`config.mk`:
```
export PLATFORM = sky130hd
export DESIGN_NAME = tilelink_rr_arbiter
export DESIGN_NICKNAME = d
export VERILOG_FILES = /design/src/rtl/tl_pkg.sv /design/src/rtl/tl_rr_pick.sv /design/src/rtl/tilelink_rr_arbiter.sv
export SDC_FILE = /design/constraint.sdc
export NUM_CORES = 1
export LEC_CHECK = 0
export CAP_MARGIN = 30
export CORE_AREA = 3 3 151 153
export DETAILED_ROUTE_END_ITERATION = 10
export DIE_AREA = 0 0 154 156
export GPL_TIMING_DRIVEN = 0
export PLACE_DENSITY_LB_ADDON = 0.1
export SLEW_MARGIN = 25
export SYNTH_ARGS = -nofsm -noshare
export SYNTH_HDL_FRONTEND = slang
export SYNTH_HIERARCHICAL = 1
export SYNTH_SLANG_ARGS = --single-unit
```
`constraint.sdc`:
```
create_clock -name clk -period 6.2 [get_ports clk]
set_input_delay 1.55 -clock clk [delete_from_list [all_inputs] [get_ports clk]]
set_output_delay 1.55 -clock clk [all_outputs]
set_load 0.01 [all_outputs]
```
`src/rtl/tl_pkg.sv`:
```
// TileLink-UL opcode constants and beat-count helpers shared by the interconnect blocks.
package tl_pkg;

    localparam logic [2:0] TL_PUT_FULL    = 3'd0;
    localparam logic [2:0] TL_PUT_PARTIAL = 3'd1;
    localparam logic [2:0] TL_GET         = 3'd4;
    localparam logic [2:0] TL_ACK         = 3'd0;
    localparam logic [2:0] TL_ACK_DATA    = 3'd1;

    // Wide enough for a 2^15-byte message on an 8-bit bus.
    localparam int unsigned BEAT_W = 16;

    typedef enum logic {StIdle, StBurst} arb_state_e;

    function automatic logic [BEAT_W-1:0] tl_burst_len(input logic [3:0] size,
                                                       input int unsigned b);
        logic [31:0] n;
        n = (32'd1 << size) / b;
        if (n == 32'd0) n = 32'd1;
        return BEAT_W'(n);
    endfunction

    // A-channel beats per message.
    function automatic logic [BEAT_W-1:0] tl_beats(input logic [2:0] opcode,
                                                   input logic [3:0] size,
                                                   input int unsigned b);
        logic [BEAT_W-1:0] n;
        case (opcode)
            TL_PUT_FULL, TL_PUT_PARTIAL: n = tl_burst_len(size, b);
            TL_GET:                      n = BEAT_W'(1);
            default:                     n = BEAT_W'(1);
        endcase
        return n;
    endfunction

    // D-channel beats per message.
    function automatic logic [BEAT_W-1:0] tl_d_beats(input logic [2:0] opcode,
                                                     input logic [3:0] size,
                                                     input int unsigned b);
        logic [BEAT_W-1:0] n;
        case (opcode)
            TL_ACK_DATA: n = tl_burst_len(size, b);
            TL_ACK:      n = BEAT_W'(1);
            default:     n = BEAT_W'(1);
        endcase
        return n;
    endfunction

endpackage

```
`src/rtl/tl_rr_pick.sv`:
```
// Round-robin priority picker: first requester at or after ptr, wrapping.
module tl_rr_pick #(
    parameter int unsigned N    = 2,
    parameter int unsigned IW   = $clog2(N)
) (
    input  logic [N-1:0]  req,
    input  logic [IW-1:0] ptr,
    output logic [N-1:0]  gnt,
    output logic          valid
);

    logic [IW-1:0] idx;

    always_comb begin
        gnt   = '0;
        valid = 1'b0;
        idx   = '0;
        for (int unsigned k = 0; k < N; k++) begin
            idx = IW'((32'(ptr) + k) % N);
            if (!valid && req[idx]) begin
                gnt[idx] = 1'b1;
                valid    = 1'b1;
            end
        end
    end

endmodule

```
`src/rtl/tilelink_rr_arbiter.sv`:
```
// Round-robin NUM_M:1 TileLink-UL arbiter with burst lock, source-index D routing
// and a per-master outstanding-request limiter.
module tilelink_rr_arbiter
    import tl_pkg::*;
#(
    parameter int unsigned NUM_M   = 2,
    parameter int unsigned ADDR_W  = 32,
    parameter int unsigned DATA_W  = 32,
    parameter int unsigned SRC_W   = 1,
    parameter int unsigned MAX_OUT = 4,
    parameter int unsigned IDX_W   = $clog2(NUM_M)
) (
    input  logic                       clk,
    input  logic                       rst_n,
    input  logic [NUM_M*3-1:0]         m_a_opcode,
    input  logic [NUM_M*3-1:0]         m_a_param,
    input  logic [NUM_M*4-1:0]         m_a_size,
    input  logic [NUM_M*SRC_W-1:0]     m_a_source,
    input  logic [NUM_M*ADDR_W-1:0]    m_a_address,
    input  logic [NUM_M*DATA_W/8-1:0]  m_a_mask,
    input  logic [NUM_M*DATA_W-1:0]    m_a_data,
    input  logic [NUM_M-1:0]           m_a_corrupt,
    input  logic [NUM_M-1:0]           m_a_valid,
    output logic [NUM_M-1:0]           m_a_ready,
    output logic [NUM_M*3-1:0]         m_d_opcode,
    output logic [NUM_M*2-1:0]         m_d_param,
    output logic [NUM_M*4-1:0]         m_d_size,
    output logic [NUM_M*SRC_W-1:0]     m_d_source,
    output logic [NUM_M-1:0]           m_d_denied,
    output logic [NUM_M*DATA_W-1:0]    m_d_data,
    output logic [NUM_M-1:0]           m_d_corrupt,
    output logic [NUM_M-1:0]           m_d_valid,
    input  logic [NUM_M-1:0]           m_d_ready,
    output logic [2:0]                 s_a_opcode,
    output logic [2:0]                 s_a_param,
    output logic [3:0]                 s_a_size,
    output logic [SRC_W+IDX_W-1:0]     s_a_source,
    output logic [ADDR_W-1:0]          s_a_address,
    output logic [DATA_W/8-1:0]        s_a_mask,
    output logic [DATA_W-1:0]          s_a_data,
    output logic                       s_a_corrupt,
    output logic                       s_a_valid,
    input  logic                       s_a_ready,
    input  logic [2:0]                 s_d_opcode,
    input  logic [1:0]                 s_d_param,
    input  logic [3:0]                 s_d_size,
    input  logic [SRC_W+IDX_W-1:0]     s_d_source,
    input  logic                       s_d_denied,
    input  logic [DATA_W-1:0]          s_d_data,
    input  logic                       s_d_corrupt,
    input  logic                       s_d_valid,
    output logic                       s_d_ready
);

    localparam int unsigned B     = DATA_W / 8;
    localparam int unsigned OUT_W = 4;

    arb_state_e        state_q, state_d;
    logic [IDX_W-1:0]  rr_ptr_q, rr_ptr_d;
    logic [IDX_W-1:0]  lock_q, lock_d;
    logic [BEAT_W-1:0] beat_cnt_q, beat_cnt_d;
    logic [BEAT_W-1:0] d_cnt_q, d_cnt_d;
    logic [OUT_W-1:0]  out_cnt_q [NUM_M];
    logic [OUT_W-1:0]  out_cnt_d [NUM_M];
    logic              err_q, err_d;

    logic [NUM_M-1:0]  req, pick_gnt;
    logic              pick_valid;
    logic [IDX_W-1:0]  pick_idx, grant_idx;
    logic              grant_valid;
    logic              a_hs, a_last, d_hs, d_last, d_bad;
    logic [BEAT_W-1:0] a_beats, d_beats;
    logic [IDX_W-1:0]  d_idx;

    always_comb begin
        for (int unsigned i = 0; i < NUM_M; i++) begin
            req[i] = m_a_valid[i] && (out_cnt_q[i] < OUT_W'(MAX_OUT));
        end
    end

    tl_rr_pick #(
        .N  (NUM_M),
        .IW (IDX_W)
    ) u_pick (
        .req   (req),
        .ptr   (rr_ptr_q),
        .gnt   (pick_gnt),
        .valid (pick_valid)
    );

    // A mux; during a burst the locked master stays connected even if it drops valid.
    always_comb begin
        pick_idx = '0;
        for (int unsigned i = 0; i < NUM_M; i++) begin
            if (pick_gnt[i]) pick_idx = IDX_W'(i);
        end
        grant_idx   = (state_q == StBurst) ? lock_q : pick_idx;
        grant_valid = (state_q == StBurst) || pick_valid;

        s_a_opcode  = '0;
        s_a_param   = '0;
        s_a_size    = '0;
        s_a_source  = '0;
        s_a_address = '0;
        s_a_mask    = '0;
        s_a_data    = '0;
        s_a_corrupt = 1'b0;
        s_a_valid   = 1'b0;
        m_a_ready   = '0;
        for (int unsigned i = 0; i < NUM_M; i++) begin
            if (grant_valid && grant_idx == IDX_W'(i)) begin
                s_a_opcode  = m_a_opcode[i*3 +: 3];
                s_a_param   = m_a_param[i*3 +: 3];
                s_a_size    = m_a_size[i*4 +: 4];
                s_a_source  = {IDX_W'(i), m_a_source[i*SRC_W +: SRC_W]};
                s_a_address = m_a_address[i*ADDR_W +: ADDR_W];
                s_a_mask    = m_a_mask[i*B +: B];
                s_a_data    = m_a_data[i*DATA_W +: DATA_W];
                s_a_corrupt = m_a_corrupt[i];
                s_a_valid   = m_a_valid[i];
                m_a_ready[i] = s_a_ready;
            end
        end
    end

    // D routing by the index bits appended to the source on the way out.
    always_comb begin
        d_idx      = s_d_source[SRC_W+IDX_W-1:SRC_W];
        d_bad      = ({1'b0, d_idx} >= (IDX_W+1)'(NUM_M));
        s_d_ready  = d_bad ? 1'b1 : m_d_ready[d_idx];
        m_d_opcode = {NUM_M{s_d_opcode}};
        m_d_param  = {NUM_M{s_d_param}};
        m_d_size   = {NUM_M{s_d_size}};
        m_d_source = {NUM_M{s_d_source[SRC_W-1:0]}};
        m_d_denied = {NUM_M{s_d_denied}};
        m_d_data   = {NUM_M{s_d_data}};
        m_d_corrupt = {NUM_M{s_d_corrupt}};
        for (int unsigned i = 0; i < NUM_M; i++) begin
            m_d_valid[i] = s_d_valid && !d_bad && (d_idx == IDX_W'(i));
        end
    end

    always_comb begin
        a_hs    = s_a_valid && s_a_ready;
        a_beats = tl_beats(s_a_opcode, s_a_size, B);
        a_last  = (state_q == StIdle) ? (a_beats == BEAT_W'(1)) : (beat_cnt_q == BEAT_W'(1));
        d_hs    = s_d_valid && s_d_ready && !d_bad;
        d_beats = tl_d_beats(s_d_opcode, s_d_size, B);
        d_last  = (d_cnt_q == '0) ? (d_beats == BEAT_W'(1)) : (d_cnt_q == BEAT_W'(1));

        state_d    = state_q;
        rr_ptr_d   = rr_ptr_q;
        lock_d     = lock_q;
        beat_cnt_d = beat_cnt_q;
        d_cnt_d    = d_cnt_q;
        err_d      = err_q || (s_d_valid && d_bad);

        if (a_hs) begin
            unique case (state_q)
                StIdle: begin
                    if (!a_last) begin
                        state_d    = StBurst;
                        beat_cnt_d = a_beats - BEAT_W'(1);
                        lock_d     = grant_idx;
                    end
                end
                StBurst: begin
                    beat_cnt_d = beat_cnt_q - BEAT_W'(1);
                    if (a_last) state_d = StIdle;
                end
                default: state_d = StIdle;
            endcase
            if (a_last) begin
                rr_ptr_d = (grant_idx == IDX_W'(NUM_M - 1)) ? '0 : grant_idx + IDX_W'(1);
            end
        end

        if (d_hs) begin
            if (d_cnt_q == '0) d_cnt_d = d_last ? '0 : d_beats - BEAT_W'(1);
            else               d_cnt_d = d_cnt_q - BEAT_W'(1);
        end

        // Simultaneous issue and retire for one master leave its count unchanged.
        for (int unsigned i = 0; i < NUM_M; i++) begin
            logic inc, dec;
            inc = a_hs && a_last && (grant_idx == IDX_W'(i));
            dec = d_hs && d_last && (d_idx == IDX_W'(i));
            out_cnt_d[i] = out_cnt_q[i];
            if (inc && !dec)                             out_cnt_d[i] = out_cnt_q[i] + OUT_W'(1);
            else if (dec && !inc && out_cnt_q[i] != '0) out_cnt_d[i] = out_cnt_q[i] - OUT_W'(1);
        end
    end

    always_ff @(posedge clk or negedge rst_n) begin
        if (!rst_n) begin
            state_q    <= StIdle;
            rr_ptr_q   <= '0;
            lock_q     <= '0;
            beat_cnt_q <= '0;
            d_cnt_q    <= '0;
            err_q      <= 1'b0;
            for (int unsigned i = 0; i < NUM_M; i++) out_cnt_q[i] <= '0;
        end else begin
            state_q    <= state_d;
            rr_ptr_q   <= rr_ptr_d;
            lock_q     <= lock_d;
            beat_cnt_q <= beat_cnt_d;
            d_cnt_q    <= d_cnt_d;
            err_q      <= err_d;
            for (int unsigned i = 0; i < NUM_M; i++) out_cnt_q[i] <= out_cnt_d[i];
        end
    end

endmodule

```
==> out/metrics.csv <==
metric;value;unit
outcome;finished, final reports clean;
synth.net_count;855;
hold_viol_final;0;
fin_util;41.6;%
via_per_inst;4.77;
syn2layout_area_growth;81.7;%
initial_core_util;22.9;%
critPathRequiredTime;4.65;ns
grtUsageTotal;19.1;%
start_kind;primary input;
switching_share;37.3;%
cts_inserted_buffers;5;
drive_above_1_share;13.9;%
max_freq;165;MHz
intPower;1.05;mW
rows;54;
cp_slowest_cell;clkdlybuf4s50_1;
tightest_slew;0.728;ns
timing.rr.start;out_cnt_q[3]$_DFFE_PN0P_;
skew;0.00420;ns
first_iter_violations;378;
num_antenna_cells;0;
max_stage_delay;0.60;ns
wl;24900;um
fill_cells;2225;
syn_inst;628;
grt_pass1_wl;36300;um
drc;0;
antenna_found_initial;0;
path_class;primary input to output port;
hold_path_class;register to register;
worst_setup_path_end_kind;output port;
path_common_cell;clkdlybuf4s50_1;
drt_first_pass_iters;5;
rsz0062_at_grt;false;
gp_congestion;0.841;
avgSynthCellArea;7.90;um2
period_minus_slack;6.05;ns
grt.overflow.total;0;
cts_buffer_depth;2;
via_count;6023;
die_area;24000;um2
htreeDepth;2;
netlist_area;4960;um2
wl_per_cell;19.7;um
crit_fanout;10;
final_max_slew_viol_count;0;
clkLatencyLatePin;0.29;ns
switchingPower;0.629;mW
setup_viol;0;
hpwlAfterDp;21000;um
cts_tree;yes;
vdd_drop_max;0.128;mV
io_pins;388;
p_seq_share;28.2;%
die_w;154;um
root_buffer;clkbuf_16;
crit_path_start;m_a_valid[1];
fp.dieH;156;um
power_leakage;3.68;nW
clockPowerShare;19.0;%
combPwrFrac;52.8;%
core_area;21700;um2
min_from;rr_ptr_q$_DFFE_PN0N_;
clkSinkCount;43;
multiInputGateArea;2980;um2
port_buffers;348;
post_cts_buffers;0;
nets;1210;
whs;0.503;ns
drv_cap;0;
ant_nets;0;
grt_pass1_vias;5755;
fin_crit_sh;97.6;%
p_per_area;187;nW/um2
relSlewSlack;51.4;%
crit_arrival;4.50;ns
synth-warning-count;6;
critical_path.cell_chain;clkdlybuf4s50_1 -> nor3b_1 -> a21boi_1 -> buf_4 -> nand2_1 -> o21a_1 -> clkinv_1 -> clkbuf_1 -> a22o_1 -> clkdlybuf4s50_1;
hold_buffers;0;
regArea;1080;um2
path_clk_slew;0.06;ns
grt_max_degree;24;
## layout make-up
class,count,share of cell area [%]
inverter,18,0.749
tap,280,3.88
buffer,130,9.50
sequential,43,11.9
clock inverter,2,0.430
timing repair buffer,349,38.9
clock buffer,6,1.54
multi-input combinational,436,33.1
## final timing paths
path / endpoint / slack, ns / depth (start not counted)
max: s_a_data[27] / 0.15 / 10
min: rr_ptr_q$_DFFE_PN0N_ / 0.50 / 2
max reg2reg: out_cnt_q[3]$_DFFE_PN0P_ / 1.73 / 20
min reg2reg: rr_ptr_q$_DFFE_PN0N_ / 0.50 / 2
max in group asynchronous: d_cnt_q[4]$_DFFE_PN0P_ / 4.44 / 2
min in group asynchronous: beat_cnt_q[0]$_DFFE_PN0P_ / 1.25 / 1
## sequential cells by signal, indices dropped and copies added, names as in the netlist
name and flops:
beat_cnt_q 16, d_cnt_q 16, out_cnt_q 8, lock_q 1, rr_ptr_q 1, state_q 1
## power by group through the flow
stage,Clock [mW],Sequential [mW],Combinational [mW]
after floorplan,0,0.451,0.468
after global placement,0,0.477,0.885
after detailed placement,0,0.475,0.888
after CTS,0.327,0.472,0.893
after global routing,0.339,0.490,0.970
final,0.319,0.474,0.889
## through the flow
step | instances | total power [mW] | setup TNS, ns | setup slack [ns] | area [um2]
finish | 1264 | 1.68 | 0 | 0.148 | 9020
CTS | 1264 | 1.69 | 0 | 0.0365 | 9000
detailed placement | 1257 | 1.36 | -4.50 | -0.277 | 8820
floorplan | 628 | 0.918 | 0 | 1.11 | 4960
global route | 1264 | 1.80 | 0 | 0.0150 | 9020
global placement | 1256 | 1.36 | -5.22 | -0.313 | 8800
## timing repair
action,4_1_cts,5_1_grt
endpoints found under the setup margin,30,6
pin swaps,0,0
resized for setup,5,12
## per-layer routing
metal	wire length, um	vias to the layer above	GRT usage (%)
li1	-	2956	-
met1	10500	2820	24.9
met3	1780	10	4.58
met2	12400	237	33.2
met4	226	0	2.57
met5	0	-	0
## critical path, delay by kind of cell
| kind | cells | cell delay (ns) |
|---|---|---|
| and+or+nand+nor | 2 | 0.31 |
| AOI/OAI and AO/OA | 3 | 0.76 |
| buffers and inverters | 5 | 1.87 |
## layout by cell type, fill, tap and decap left out, drive strengths merged, types with 3 or more instances in the layout
master and count:
clkdlybuf4s50 346, buf 103, a22o 83, o21ai 49, nor2 46, dfrtp 43
nand2 42, a21oi 39, clkbuf 35, inv 18, nor3 13, mux2i 12
ha 12, nand3 9, a21o 9, and2 9, o22ai 8, mux2 8
nand4 7, nor4 7, or4 5, nor2b 5, nand2b 5, nor3b 5
a31oi 4, xnor2 4, a22oi 4, or3 3, o32a 3, xor2 3
o2bb2ai 3, a311oi 3, o31ai 3, or2 3
Power figures use the tool's default switching activity.
